## src/rtl/mm_stage_pkg.sv

```systemverilog
// Shared definitions for the matching-memory stage: token and packet layout,
// FSM encodings and the stored-operand record.
package mm_stage_pkg;

  localparam int TOKEN_LENGTH  = 40;
  localparam int PACKET_LENGTH = 62;

  // Token field offsets
  localparam int OPC_HI   = 39;
  localparam int OPC_LO   = 34;
  localparam int PORT_BIT = 33;
  localparam int MONO_BIT = 32;
  localparam int TAG_HI   = 31;
  localparam int TAG_LO   = 16;
  localparam int DATA_HI  = 15;
  localparam int DATA_LO  = 0;

  // Packet field offsets
  localparam int DEST_HI   = 61;
  localparam int DEST_LO   = 40;
  localparam int P_OPC_HI  = 39;
  localparam int P_OPC_LO  = 34;
  localparam int DATAL_HI  = 31;
  localparam int DATAL_LO  = 16;
  localparam int DATAR_HI  = 15;
  localparam int DATAR_LO  = 0;

  localparam logic [0:0] ST_INIT = 1'b0;
  localparam logic [0:0] ST_RUN  = 1'b1;

  // Everything kept per entry except the valid bit, which lives in flops
  typedef struct packed {
    logic [15:0] tag;
    logic        port;
    logic [5:0]  opc;
    logic [15:0] data;
  } mm_payload_t;

  function automatic logic [PACKET_LENGTH-1:0] make_packet(
    input logic [15:0] tag,
    input logic [5:0]  opc,
    input logic [15:0] data_l,
    input logic [15:0] data_r
  );
    return {6'b000000, tag, opc, 2'b00, data_l, data_r};
  endfunction

endpackage

```

## src/rtl/mm_entry_ram.sv

```systemverilog
// Direct-mapped matching memory: valid flags with per-entry set/clear and a
// payload array with a synchronous write port and a combinational read.
module mm_entry_ram
  import mm_stage_pkg::*;
#(
  parameter int DEPTH_LOG2 = 4
) (
  input  logic                  clk,
  input  logic                  srst,
  input  logic [DEPTH_LOG2-1:0] rd_addr,
  output logic                  rd_valid,
  output mm_payload_t           rd_payload,
  input  logic                  wr_en,
  input  logic [DEPTH_LOG2-1:0] wr_addr,
  input  mm_payload_t           wr_payload,
  input  logic                  clr_en,
  input  logic [DEPTH_LOG2-1:0] clr_addr
);

  localparam int DEPTH = 1 << DEPTH_LOG2;

  logic [DEPTH-1:0] valid_reg;
  logic [DEPTH-1:0] valid_next;
  mm_payload_t      payload_mem [DEPTH];

  // Write and clear never target the same entry in one cycle: a store needs an
  // empty entry, a clear needs an occupied one (or the FSM is sweeping).
  for (genvar gi = 0; gi < DEPTH; gi++) begin : g_valid
    assign valid_next[gi] =
      (wr_en  && wr_addr  == DEPTH_LOG2'(gi)) ? 1'b1 :
      (clr_en && clr_addr == DEPTH_LOG2'(gi)) ? 1'b0 :
      valid_reg[gi];
  end

  always_ff @(posedge clk) begin
    if (srst) begin
      valid_reg <= '0;
    end else begin
      valid_reg <= valid_next;
    end
  end

  always_ff @(posedge clk) begin
    if (wr_en) begin
      payload_mem[wr_addr] <= wr_payload;
    end
  end

  assign rd_valid   = valid_reg[rd_addr];
  assign rd_payload = payload_mem[rd_addr];

endmodule

```

## src/rtl/mm_stage.sv

```systemverilog
// Matching-memory (firing) stage: pairs left/right operands by tag, fires
// monadic tokens directly, and presents one registered packet downstream.
module mm_stage
  import mm_stage_pkg::*;
#(
  parameter int DEPTH_LOG2 = 4
) (
  input  logic                     CP,
  input  logic                     MR,
  input  logic [TOKEN_LENGTH-1:0]  TOKEN_IN,
  input  logic                     Send_in,
  output logic                     Ack_out,
  input  logic                     FLUSH,
  output logic [PACKET_LENGTH-1:0] PACKET_OUT,
  output logic                     Send_out,
  input  logic                     Ack_in,
  output logic                     COLLIDE,
  output logic [DEPTH_LOG2:0]      OCC
);

  localparam int DEPTH = 1 << DEPTH_LOG2;

  logic [0:0]               state_reg, state_next;
  logic [DEPTH_LOG2-1:0]    ptr_reg, ptr_next;
  logic [DEPTH_LOG2:0]      occ_reg, occ_next;
  logic                     send_reg, send_next;
  logic [PACKET_LENGTH-1:0] packet_reg, packet_next;

  logic [5:0]  tok_opc;
  logic        tok_port;
  logic        tok_mono;
  logic [15:0] tok_tag;
  logic [15:0] tok_data;
  logic [DEPTH_LOG2-1:0] idx;

  logic        entry_valid;
  mm_payload_t entry;
  mm_payload_t wr_payload;

  logic run;
  logic pair_match;
  logic blocked;
  logic accept;
  logic fire_mono;
  logic fire_pair;
  logic store;
  logic clr_en;
  logic [DEPTH_LOG2-1:0] clr_addr;

  assign tok_opc  = TOKEN_IN[OPC_HI:OPC_LO];
  assign tok_port = TOKEN_IN[PORT_BIT];
  assign tok_mono = TOKEN_IN[MONO_BIT];
  assign tok_tag  = TOKEN_IN[TAG_HI:TAG_LO];
  assign tok_data = TOKEN_IN[DATA_HI:DATA_LO];
  assign idx      = tok_tag[DEPTH_LOG2-1:0];

  assign wr_payload = '{tag: tok_tag, port: tok_port, opc: tok_opc, data: tok_data};

  // During INIT the clear port follows the sweep pointer; in RUN it frees the
  // entry consumed by a firing pair.
  assign clr_en   = !run || fire_pair;
  assign clr_addr = run ? idx : ptr_reg;

  mm_entry_ram #(
    .DEPTH_LOG2 (DEPTH_LOG2)
  ) u_ram (
    .clk        (CP),
    .srst       (MR),
    .rd_addr    (idx),
    .rd_valid   (entry_valid),
    .rd_payload (entry),
    .wr_en      (store),
    .wr_addr    (idx),
    .wr_payload (wr_payload),
    .clr_en     (clr_en),
    .clr_addr   (clr_addr)
  );

  assign run        = (state_reg == ST_RUN);
  assign pair_match = entry_valid && (entry.tag == tok_tag) && (entry.port != tok_port);
  assign blocked    = !tok_mono && entry_valid && !pair_match;

  // Stale valid bits during the sweep are not reported as collisions.
  assign COLLIDE = run && Send_in && blocked;
  assign Ack_out = run && !COLLIDE && (!send_reg || Ack_in);

  assign accept    = Send_in && Ack_out;
  assign fire_mono = accept && tok_mono;
  assign fire_pair = accept && !tok_mono && pair_match;
  assign store     = accept && !tok_mono && !entry_valid;

  always_comb begin
    state_next = state_reg;
    ptr_next   = ptr_reg;
    if (FLUSH) begin
      state_next = ST_INIT;
      ptr_next   = '0;
    end else if (!run) begin
      if (ptr_reg == DEPTH_LOG2'(DEPTH - 1)) begin
        state_next = ST_RUN;
      end else begin
        ptr_next = ptr_reg + 1'b1;
      end
    end
  end

  always_comb begin
    occ_next = occ_reg;
    if (FLUSH) begin
      occ_next = '0;
    end else if (store) begin
      occ_next = occ_reg + 1'b1;
    end else if (fire_pair) begin
      occ_next = occ_reg - 1'b1;
    end
  end

  // Operand order in the packet follows PORT, not arrival order.
  always_comb begin
    send_next   = send_reg;
    packet_next = packet_reg;
    if (fire_mono) begin
      send_next   = 1'b1;
      packet_next = make_packet(tok_tag, tok_opc, tok_data, 16'h0000);
    end else if (fire_pair) begin
      send_next = 1'b1;
      if (entry.port) begin
        packet_next = make_packet(tok_tag, entry.opc, tok_data, entry.data);
      end else begin
        packet_next = make_packet(tok_tag, entry.opc, entry.data, tok_data);
      end
    end else if (Ack_in) begin
      send_next = 1'b0;
    end
  end

  always_ff @(posedge CP) begin
    if (MR) begin
      state_reg  <= ST_INIT;
      ptr_reg    <= '0;
      occ_reg    <= '0;
      send_reg   <= 1'b0;
      packet_reg <= '0;
    end else begin
      state_reg  <= state_next;
      ptr_reg    <= ptr_next;
      occ_reg    <= occ_next;
      send_reg   <= send_next;
      packet_reg <= packet_next;
    end
  end

  assign Send_out   = send_reg;
  assign PACKET_OUT = packet_reg;
  assign OCC        = occ_reg;

endmodule

```

## config.mk

```make
export PLATFORM = sky130hd
export DESIGN_NAME = mm_stage
export DESIGN_NICKNAME = d
export VERILOG_FILES = /design/src/rtl/mm_stage_pkg.sv /design/src/rtl/mm_entry_ram.sv /design/src/rtl/mm_stage.sv
export SDC_FILE = /design/constraint.sdc
export NUM_CORES = 1
export LEC_CHECK = 0
export BUFFER_PORTS_ARGS = -buffer_cell sky130_fd_sc_hd__buf_2
export CORE_ASPECT_RATIO = 0.6
export CORE_MARGIN = 8
export CORE_UTILIZATION = 30
export CTS_BUF_LIST = sky130_fd_sc_hd__clkbuf_8 sky130_fd_sc_hd__clkbuf_16
export DETAILED_ROUTE_END_ITERATION = 8
export GPL_TIMING_DRIVEN = 0
export PLACE_DENSITY = 0.54
export RECOVER_POWER = 50
export SLEW_MARGIN = 0
export SYNTH_ARGS = -nofsm -noshare
export SYNTH_HDL_FRONTEND = slang
export SYNTH_SLANG_ARGS = --single-unit
export TNS_END_PERCENT = 30
```

## constraint.sdc

```tcl
create_clock -name CP -period 12.6 [get_ports CP]
set_clock_uncertainty 0.1 [all_clocks]
set_input_delay 0 -clock CP [delete_from_list [all_inputs] [get_ports CP]]
set_output_delay 0 -clock CP [all_outputs]
set_load 0.1 [all_outputs]
```

==> results by group <==
Floorplanning
  – # rows: between 80 and 90
  – Area of the placeable core: 0.0941 mm2
  – Die Y-Extent: 255 um
  – Die ar.: 0.105 mm2
  – I/O pin cnt: 115
  – Initial core utilization: 0.303
  – Die width: 414 um

Synth
  – Register bit count reported by yosys: 705
  – Cell area after synthesis: 0.0285 mm2
  – Number of synthesis warnings: 0
  – Post-Syn Area per Cell: 18.0 um2
  – Cell types with the largest area share after synthesis: edfxtp_1 (66%), mux4_2 (12%), dfxtp_1 (5.7%)
  – Post-synthesis cell type count: 68
  – Sequential share of the synthesized area: 0.715
  – Proportion of synthesized flip-flops having asynchronous set or reset: 0
  – Main synth FF type: edfxtp_1
  – Count of flip-flops with a built-in enable after synthesis: 624
  – Synth area leader: edfxtp_1
  – Gate count of the mapped netlist: 1582
  – Synth top area share: 0.658

Pwr
  – Sw power: between 1 and 1.5 mW
  – Combinational share of power: 0.059
  – Internal power of the cells: 3.73 mW
  – Switching part of the total power: 0.220
  – Total power density per cell area: 143 mW/mm2
  – Proportion of power drawn by the clock network: 0.411
  – Register share of total power: 0.530
  – Peak VDD IR: 0.0877 mV
  – Leakage: between 10 and 15 nW

Cells and area
  – P&R area growth vs syn: 17.6%
  – Nets@finish: between 1.5k and 2k
  – Layout cells sized above 1: 0.216
  – Number of flip-flops under the largest register name: 624
  – Most frequent cells in the layout: edfxtp_1 (624), mux4_2 (157), clkbuf_1 (142)
  – Most common cell after layout, fill and taps aside: edfxtp_1
  – Count of placed standard cells in the final layout, fillers left out: 3130

Worst setup path
  – Critical path start-end classification: input port to register
  – Data required time of the critical path: 12800 ps
  – R2R Path Start: run
  – Maximum fanout along the worst path: 22
  – Crit path arrival time: 6620 ps
  – Critical Path Source Type: input port
  – Startpoint of the most critical setup path: TOKEN_IN[19]
  – Flop-to-flop setup slack: approximately 8000 ps
  – Kind of end point of the critical path: register

Drt
  – Number of nets still failing antenna checks after routing: 0
  – Violation count after the first detailed-route iteration: between 1.5k and 2k
  – Number of vias per cell after detailed routing: 5.24
  – Average wire length per cell after detail routing: between 20 and 30 um
  – Residual DRC: 0
  – Overall via count from detail_route: 16.4k
  – Wire length after detailed routing: 84.7 mm
  – First-pass DRT Iterations: 5

Timing
  – Fin Setup TNS: 0 ps
  – Final period util: 0.510
  – Worst-Margin Slew: roughly 1600 ps
  – Max-slew violations: 16
  – Unrepaired setup endpoints after global routing: false
  – Worst rel slew slack: -0.0546
  – Final number of setup-violating endpoints: 0
  – Final hold violation count: 0
  – Shortest clock period the worst path allows after layout: 6420 ps
  – Max Clk Rate: 0.156 GHz

Clocking
  – Master cell of the clock root buffer: clkbuf_16
  – Number of levels the H-tree was split into: 3
  – CTS tree: built
  – Clk_lat worst skew: 620 ps
  – Number of sinks on the clock net: about 710
  – Maximum clock insertion buffer count: 3
  – Clock Pin Slew Worst Setup and Hold Paths: ~60 ps
  – Number of buffers added by the clock tree synthesis step: 66

Global route
  – Antenna violations before repair: 2
  – Global-route wire length before repair: around 120 mm
  – Via count of the first global-routing pass: 16.4k
  – Total global routing track utilization: 0.158
  – Gr ovfl total: 0
  – Largest net degree at the start of global routing: 40

Placed design
  – Post-DP HPWL: 55.5 mm
  – Weighted congestion reported at the end of routability-driven placement: 0.857
  – Total of buffers placed on input and output ports: 106
  – Cell Count Post-Placement: 2961

Min path
  – Start point of the worst hold path: Send_in
  – Path category of the worst min-delay check: input port to register

Run
  – Number of max-cap violations: 1

Run status
  – Outcome: finished, violations left
  – Failing checks: capacitance limit, slew limit
[final timing paths]
| kind | to | cells after the start |
|---|---|---|
| worst max-delay path | u_ram.payload_mem[13][27] | 13 |
| worst min-delay path | PACKET_OUT[25] | 7 |
| worst max register to register | u_ram.payload_mem[10][3] | 9 |
| worst min register to register | PACKET_OUT[54] | 2 |
[layer usage]
metal,share of wire,global-route usage,vias up
met2,0.43,0.231,786
li1,-,-,6834
met3,0.091,0.0384,121
met5,0,0,-
met1,0.46,0.236,8664
met4,0.023,0.0353,0
[power by group through the flow]
stage / combinational, mW / clock (mW) / sequential [mW]
2_1_floorplan: 0.153 / 0 / 2.59
3_3_place_gp: 0.264 / 0 / 2.59
3_5_place_dp: 0.269 / 0 / 2.59
4_1_cts: 0.282 / 2.01 / 2.54
5_1_grt: 0.297 / 2.10 / 2.54
6_report: 0.282 / 1.97 / 2.54
[synth_stat cells (all sizes together), types with 3 or more instances]
cell / n
nor2: 44
edfxtp: 624
or2: 3
buf: 64
nand2b: 7
ha: 4
a2bb2oi: 3
clkinv: 3
a211oi: 5
dfxtp: 81
a22oi: 36
and2: 7
o22ai: 8
inv: 20
a21oi: 63
a21o: 3
xor2: 3
o211ai: 3
o21ba: 7
nand3: 41
a21boi: 7
nor2b: 32
nor3: 19
nand2: 85
mux2i: 67
mux2: 48
and3: 4
o21ai: 38
clkbuf: 40
mux4: 157
o21a: 3
xnor2: 10
o2111ai: 3
nand4: 3
a31oi: 6
[final cells by class]
type	count	area, um2
timing repair buffer	170	1250
tap	1246	1560
clock inverter	48	348
clock buffer	73	1760
fill	8812	60600
antenna	4	10.0
sequential	705	20400
buffer	104	541
inverter	23	93.8
multi-input combinational	757	7560
[repair_timing]
action / CTS / global route
hold buffers: 44 / 0
endpoints found under the hold margin: 678 / 0
resized for setup: 0 / 0
buffers inserted: 0 / 0
[critical path: stages]
cell and delay, ps:
dlygate4sd3_1 540, clkbuf_1 870, buf_2 550, buf_2 480
buf_2 450, buf_1 760, buf_1 800, clkbuf_1 730
nand2_1 220, nor2_1 170, nand2_1 100, inv_2 580
buf_12 310
[cells by family (layout without fill, tap and decap cells)]
kind of cell | count (synthesis) | in the layout | synth area share
AO/OA/AOI/OAI | 202 | 202 | 0.0459
adder cells (fa/ha/maj) | 5 | 5 | 0.00246
AND/OR/NAND/NOR | 257 | 257 | 0.0436
other | 1 | 12 | 0.000132
buffers and inverters | 127 | 418 | 0.0221
flip-flops | 705 | 705 | 0.715
multiplexers | 272 | 272 | 0.167
XOR/XNOR | 13 | 13 | 0.00400
[stage by stage]
| stage | setup WS (ps) | util | hold WS [ps] | area, um2 | power [mW] |
|---|---|---|---|---|---|
| after floorplan | 8040 | - | -1.13 | 28500 | 2.74 |
| after global placement | 4440 | 0.325 | 289 | 30600 | 2.85 |
| after detailed placement | 6760 | 0.330 | 303 | 31100 | 2.86 |
| after CTS | 6830 | 0.357 | 110 | 33600 | 4.83 |
| after global routing | 6020 | 0.356 | 219 | 33500 | 4.93 |
| final | 6180 | 0.356 | 156 | 33500 | 4.79 |
Note: power is estimated with default switching activity, not from simulation.
